--- config.mk ---
export PLATFORM = sky130hd
export DESIGN_NAME = voting_machine
export DESIGN_NICKNAME = d
export VERILOG_FILES = /design/src/rtl/voting_machine.sv
export SDC_FILE = /design/constraint.sdc
export NUM_CORES = 1
export LEC_CHECK = 0
export CORE_UTILIZATION = 56
export CTS_CLUSTER_DIAMETER = 100
export CTS_CLUSTER_SIZE = 25
export DETAILED_ROUTE_END_ITERATION = 8
export HOLD_SLACK_MARGIN = 0.02
export PLACE_DENSITY = 0.8
export SYNTH_ARGS = -nofsm -noshare
export SYNTH_HDL_FRONTEND = slang
export SYNTH_SLANG_ARGS = --single-unit
--- constraint.sdc ---
create_clock -name clk -period 3.45 [get_ports clk]
set_input_delay 0.5175 -clock clk [delete_from_list [all_inputs] [get_ports clk]]
set_output_delay 0.5175 -clock clk [all_outputs]
set_load 0.02 [all_outputs]
--- src/rtl/voting_machine.sv ---
// -----------------------------------------------------------------------------
// voting_machine
//   Three-candidate vote counter. Each press of a debounced front-panel button
//   adds one vote to that candidate's tally. Tallies stay hidden (outputs held
//   at 0) until the poll is closed. Closing the poll publishes the tallies and
//   freezes them until the next reset.
//
// Ports
//   clk             : system clock, rising-edge active
//   rst             : synchronous active-low reset
//   i_candidate_1   : vote button, candidate 1 (1 = pressed)
//   i_candidate_2   : vote button, candidate 2 (1 = pressed)
//   i_candidate_3   : vote button, candidate 3 (1 = pressed)
//   i_voting_over   : close-the-poll request (1 = close)
//   o_count1..3     : published tallies, zero until the poll is closed
// -----------------------------------------------------------------------------
module voting_machine #(
  parameter int COUNT_W = 6
) (
  input  logic               clk,
  input  logic               rst,
  input  logic               i_candidate_1,
  input  logic               i_candidate_2,
  input  logic               i_candidate_3,
  input  logic               i_voting_over,
  output logic [COUNT_W-1:0] o_count1,
  output logic [COUNT_W-1:0] o_count2,
  output logic [COUNT_W-1:0] o_count3
);

  typedef enum logic [1:0] {
    IDLE         = 2'd0,
    WAIT_RELEASE = 2'd1,
    DONE         = 2'd2
  } state_t;

  state_t             r_state;
  logic [COUNT_W-1:0] r_tally1;
  logic [COUNT_W-1:0] r_tally2;
  logic [COUNT_W-1:0] r_tally3;

  logic w_any;
  logic w_multi;

  assign w_any   = i_candidate_1 | i_candidate_2 | i_candidate_3;
  // Two or more buttons at once is an ambiguous vote and is discarded.
  assign w_multi = (i_candidate_1 & i_candidate_2) |
                   (i_candidate_1 & i_candidate_3) |
                   (i_candidate_2 & i_candidate_3);

  // Increment that sticks at the all-ones value instead of wrapping to 0.
  function automatic logic [COUNT_W-1:0] sat_inc(input logic [COUNT_W-1:0] v);
    logic [COUNT_W-1:0] r;
    r = (&v) ? v : v + COUNT_W'(1);
    return r;
  endfunction

  always_ff @(posedge clk) begin
    if (!rst) begin
      r_state  <= IDLE;
      r_tally1 <= '0;
      r_tally2 <= '0;
      r_tally3 <= '0;
      o_count1 <= '0;
      o_count2 <= '0;
      o_count3 <= '0;
    end else begin
      case (r_state)
        IDLE: begin
          // Closing the poll takes precedence over a press on the same edge.
          if (i_voting_over) begin
            r_state  <= DONE;
            o_count1 <= r_tally1;
            o_count2 <= r_tally2;
            o_count3 <= r_tally3;
          end else if (w_any) begin
            if (!w_multi) begin
              if (i_candidate_1) r_tally1 <= sat_inc(r_tally1);
              if (i_candidate_2) r_tally2 <= sat_inc(r_tally2);
              if (i_candidate_3) r_tally3 <= sat_inc(r_tally3);
            end
            r_state <= WAIT_RELEASE;
          end
        end
        WAIT_RELEASE: begin
          // A held button produces a single vote: nothing counts until all
          // buttons have been released.
          if (i_voting_over) begin
            r_state  <= DONE;
            o_count1 <= r_tally1;
            o_count2 <= r_tally2;
            o_count3 <= r_tally3;
          end else if (!w_any) begin
            r_state <= IDLE;
          end
        end
        DONE: begin
          r_state <= DONE;
        end
        default: begin
          r_state <= IDLE;
        end
      endcase
    end
  end

endmodule

# Word level (Yosys, flattened, before mapping)

Cells that the tools add are included.

Add/subtract/negate cells: 3
Equal/unequal tests: 4
Muxes and demuxes: 5
Bitwise logic cells: 12
Reductions and logical operators: 10

Operator list:

| cell                                                 | count |
|---|---|
| AND reduction 6 bit                                  | 6 |
| adder 6 x 1 -> 6 bit (second input constant)         | 3 |
| 2-to-1 mux 2 bit                                     | 4 |
| inequality test 3 bit (second input constant)        | 2 |
| case mux 2 bit (3 select lines)                      | 1 |
| NOT 1 bit                                            | 5 |
| bitwise OR 1 bit                                     | 4 |
| AND reduction 2 bit                                  | 2 |
| AND 1 bit                                            | 3 |
| equality test 2 x 1 -> 1 bit (second input constant) | 1 |
| equality test 2 bit (second input constant)          | 1 |
| zero test 2 bit                                      | 1 |
| OR reduction 2 bit                                   | 1 |

Register bits after elaboration: 38
Output and inout bits: 18

# Longest topological paths before layout

Word-level depth: 5
Mapped depth: 5
Depth with buffers taken out: 5

# Worst setup path before layout

OpenSTA, ideal clock, no wires.

Kind: input-to-reg
Start point: input port i_voting_over
End point: register r_tally2[4]
Setup time: 0.116 ns
Data arrival time: 1.608 ns
Data required time: 3.334 ns
Path slack: 1.726 ns
Stages: 4
Path through: nor4_4 nand2_1 or4b_1 o211a_1

Longest elaborated chain between the ends: 2

Ends and longest elaborated chain:

| element                       | line | text |
|---|---|---|
| start: declaration            | 25   | `input logic i_voting_over,` |
| NOT 1 bit (no line)           | -    |  |
| AND reduction 6 bit (no line) | -    |  |
| end signal: assignment        | 79   | `if (i_candidate_2) r_tally2 <= sat_inc(r_tally2);` |
| end: declaration              | 39   | `logic [COUNT_W-1:0] r_tally2;` |

Every way passes these cells.
A chain may end at the register's enable or synchronous reset.

# Worst setup path in the final report

Ends and elaborated chain as after synthesis.

==> key figures <==
Final layout
  – Final cell area excluding filler cells: 1884 µm²
  – Area growth syn-to-layout: 19.05%
  – Antenna Cells: 0
  – Proportion of layout cells with a drive suffix above 1: 4.785%
  – Final Net Count: 217
  – Utilization after layout: 73.39%
  – Final Non-Filler Cells: 239

Timing
  – Worst max-slew margin expressed relative to the limit: 52.71%
  – F_max: 0.4774 GHz
  – RSZ-0062 raised after global routing: false
  – Total count of hold-check failures in the final report: 0
  – Final period demand of the worst path: 2.094 ns
  – Transition time of the tightest slew-check pin: 0.7093 ns
  – Portion of the clock cycle consumed by the worst path in the final layout: 60.71%
  – Worst Hold Slack: 0.4591 ns
  – Worst-case setup margin in the final layout: 1.356 ns
  – Number of setup violations in the final report: 0
  – Max Slew Vio Count: 0
  – Worst Clk Skew: 0.01496 ns
  – Total Negative Setup Slacks: 0 ns

Clocking
  – Number of clock sinks: 38
  – Number of clock buffers inserted by TritonCTS: 5
  – Number of gates resized after CTS: 0
  – CTS tree: built
  – Root Buffer Master: sky130_fd_sc_hd__clkbuf_4
  – Number of buffers on the longest clock path: 2
  – Number of buffers added for setup after CTS: 0
  – Later-pin clock latency in the skew report: 0.35 ns
  – Hold-fix buffers at CTS: 0
  – H-Tree Level Count: 2
  – Clock Pin Slew Worst Setup and Hold Paths: 0.11 ns

Placed design
  – Placed Cells incl. Taps: 231
  – Placement Cell Area: 1824 µm²
  – Routability cong.: 0.7974
  – Final HPWL from detailed placement: 2347 µm
  – Worst setup slack before clock tree synthesis: 1.004 ns
  – Port Buf Inserts: 23

Status
  – Run status: finished clean

Power and ir drop
  – Peak ir drop on the vdd network: 0.3909 mV
  – Design Power: 0.7305 mW
  – Power density over cell area: 387.7 nW/µm²
  – Leakage power: 0.6644 nW

GRT
  – Via count of the first global-routing pass: 1,166
  – Pin count of the biggest net entering global routing: 38
  – Global-route wire length before repair: 5299 µm
  – Total routing resource utilization after global routing: 25.70%
  – Overall overflow remaining after global route: 0
  – Antenna violations before repair: 0

Synthesis
  – Ranking of synthesized cells by area: sky130_fd_sc_hd__dfxtp_1 48%, sky130_fd_sc_hd__nand2_1 10%, sky130_fd_sc_hd__a21oi_1 7.0%, sky130_fd_sc_hd__xor2_1 3.3%, sky130_fd_sc_hd__nor2_1 3.1%
  – Most common flop cell mapped by yosys: sky130_fd_sc_hd__dfxtp_1
  – Number of synthesis warnings: 0
  – Commonest cells post-synth: 42 x sky130_fd_sc_hd__nand2_1, 38 x sky130_fd_sc_hd__dfxtp_1, 22 x sky130_fd_sc_hd__a21oi_1
  – Syn Nets: 194
  – Share of the synthesized area in the top cell type: 48.06%
  – Count of mapped cells out of synthesis: 185
  – Flop and latch count out of synthesis: 38
  – Post-synth EDFFs: 0
  – Unique cell type count in the Yosys netlist: 33
  – Share of async-settable or async-resettable flops after synthesis: 0%
  – Dominant cell by count in the synthesized netlist: sky130_fd_sc_hd__nand2_1
  – Library cell occupying the most area in the post-synthesis netlist: sky130_fd_sc_hd__dfxtp_1
  – Average cell area after synthesis: 8.556 µm²
  – Synth Cell Area: 1583 µm²
  – Fraction of the yosys area taken by sequential cells: 48.06%

Route
  – Average routed wire per standard cell: 13.92 µm
  – Met3 wire len: 131 µm
  – Number of remaining DRC errors: 0
  – Detailed-route via count: 1,371
  – Met2 wirelength from detailed routing: 1634 µm
  – Uppermost metal layer occupied by signal nets: met4
  – Routed met1 length: 1503 µm
  – Starting DRT DRC Count: 28
  – Number of optimization iterations in the first detailed-route pass: 4
  – Via/cell ratio: 5.736
  – Post-route ant nets: 0
  – Total wire length: 3326 µm

Floorplan
  – Starting density of the core: 61.65%
  – Core region area: 2567 µm²
  – Placement row count: 18
  – Die extent in y: 55.17 µm
  – Top-Level Pins: 24
  – Overall die area: 3043 µm²
  – Die boundary width: 55.17 µm

Worst setup path
  – Reg2reg end: r_tally2[4]$_SDFFE_PN0P_
  – Crit path arrival time: 2.33 ns
  – Setup Crit Path Kind: primary input to flop
  – CP Max Fanout: 8
  – End point of the critical path: r_tally2[4]$_SDFFE_PN0P_
  – Worst Setup Start Kind: primary input
  – Data required time of the worst path: 3.69 ns
  – Logic depth of the worst register-to-register path: 4
  – Worst setup path startpoint: i_voting_over
  – Critical register-to-register path startpoint: r_state[1]$_SDFFE_PN0P_
  – Crit. End Element: flop
  – Worst setup slack for register-to-register paths: 1.64 ns

Min path
  – Worst Hold Class: flop to flop

Run
  – Max-cap viol count: 0
-- area by class of cell --
class | count | area, µm²
multi-input cells | 136 | 780.7
repair buffers | 23 | 230.2
flip-flops and latches | 38 | 760.7
inverters | 4 | 15.01
clock buffers | 7 | 55.05
clock inverters | 1 | 5.005
well taps | 30 | 37.54
fillers | 225 | 683.2
-- where the power goes --
group / internal, mW / leakage, nW / total (mW) / switching (mW)
Clock: 0.0988 / 0.0353 / 0.240 / 0.141
Combinational: 0.0144 / 0.322 / 0.0438 / 0.0294
Sequential: 0.442 / 0.307 / 0.447 / 0.00510
-- logic make-up after synthesis --
family / Yosys count / synth area share [%]
AND/OR/NAND/NOR: 84 / 26.40
AO/OA/AOI/OAI: 40 / 15.34
flip-flops: 38 / 48.06
buffers and inverters: 11 / 2.608
XOR/XNOR: 6 / 3.320
multiplexers: 3 / 1.897
adder cells (fa/ha/maj): 3 / 2.372
-- metal layers --
metal	track usage, %	up-vias
li1	-	691
met1	31.89	641
met2	39.96	33
met3	9.290	6
met4	10.83	0
met5	0	-
-- flip-flops by register name (all words and copies together) (netlist names) --
name	count
o_count1	6
o_count2	6
o_count3	6
r_state	2
r_tally1	6
r_tally2	6
r_tally3	6
-- cells in the final DEF, fill, tap and decap left out, drive strengths merged, types with 2 or more instances in the layout --
cell,Yosys,routed
a31oi,2,2
o2111ai,3,3
inv,4,4
ha,3,3
clkdlybuf4s50,0,23
or3,3,3
a211oi,4,4
mux2i,3,3
nor2b,2,2
dfxtp,38,38
nand2,42,42
a21oi,22,22
nor3,3,3
o21ai,3,3
xor2,6,6
and3,4,4
o211ai,4,4
nand3,6,6
nand4,2,2
nor4,2,2
clkbuf,6,7
nor2,13,13
-- worst min path at each step --
| stage | start | to | slack (ns) | cells after the start |
|---|---|---|---|---|
| 6_report | o_count1[0]$_SDFFE_PN0P_ | o_count1[0]$_SDFFE_PN0P_ | 0.46 | 2 |
| 5_1_grt | o_count3[1]$_SDFFE_PN0P_ | o_count3[1]$_SDFFE_PN0P_ | 0.48 | 2 |
| 4_1_cts | o_count1[0]$_SDFFE_PN0P_ | o_count1[0]$_SDFFE_PN0P_ | 0.46 | 2 |
| 3_5_place_dp | o_count1[0]$_SDFFE_PN0P_ | o_count1[0]$_SDFFE_PN0P_ | 0.45 | 2 |
| 3_3_place_gp | o_count1[5]$_SDFFE_PN0P_ | o_count1[5]$_SDFFE_PN0P_ | 0.44 | 2 |
| 2_1_floorplan | r_tally2[5]$_SDFFE_PN0P_ | o_count2[5]$_SDFFE_PN0P_ | 0.45 | 2 |
-- worst max-delay path, stage by stage --
cell and delay (ns):
sky130_fd_sc_hd__clkdlybuf4s50_1 0.54, sky130_fd_sc_hd__nor4_4 0.45, sky130_fd_sc_hd__nand2_1 0.18, sky130_fd_sc_hd__or4b_1 0.52, sky130_fd_sc_hd__o211a_1 0.13
Note: power is estimated with default switching activity, not from simulation.
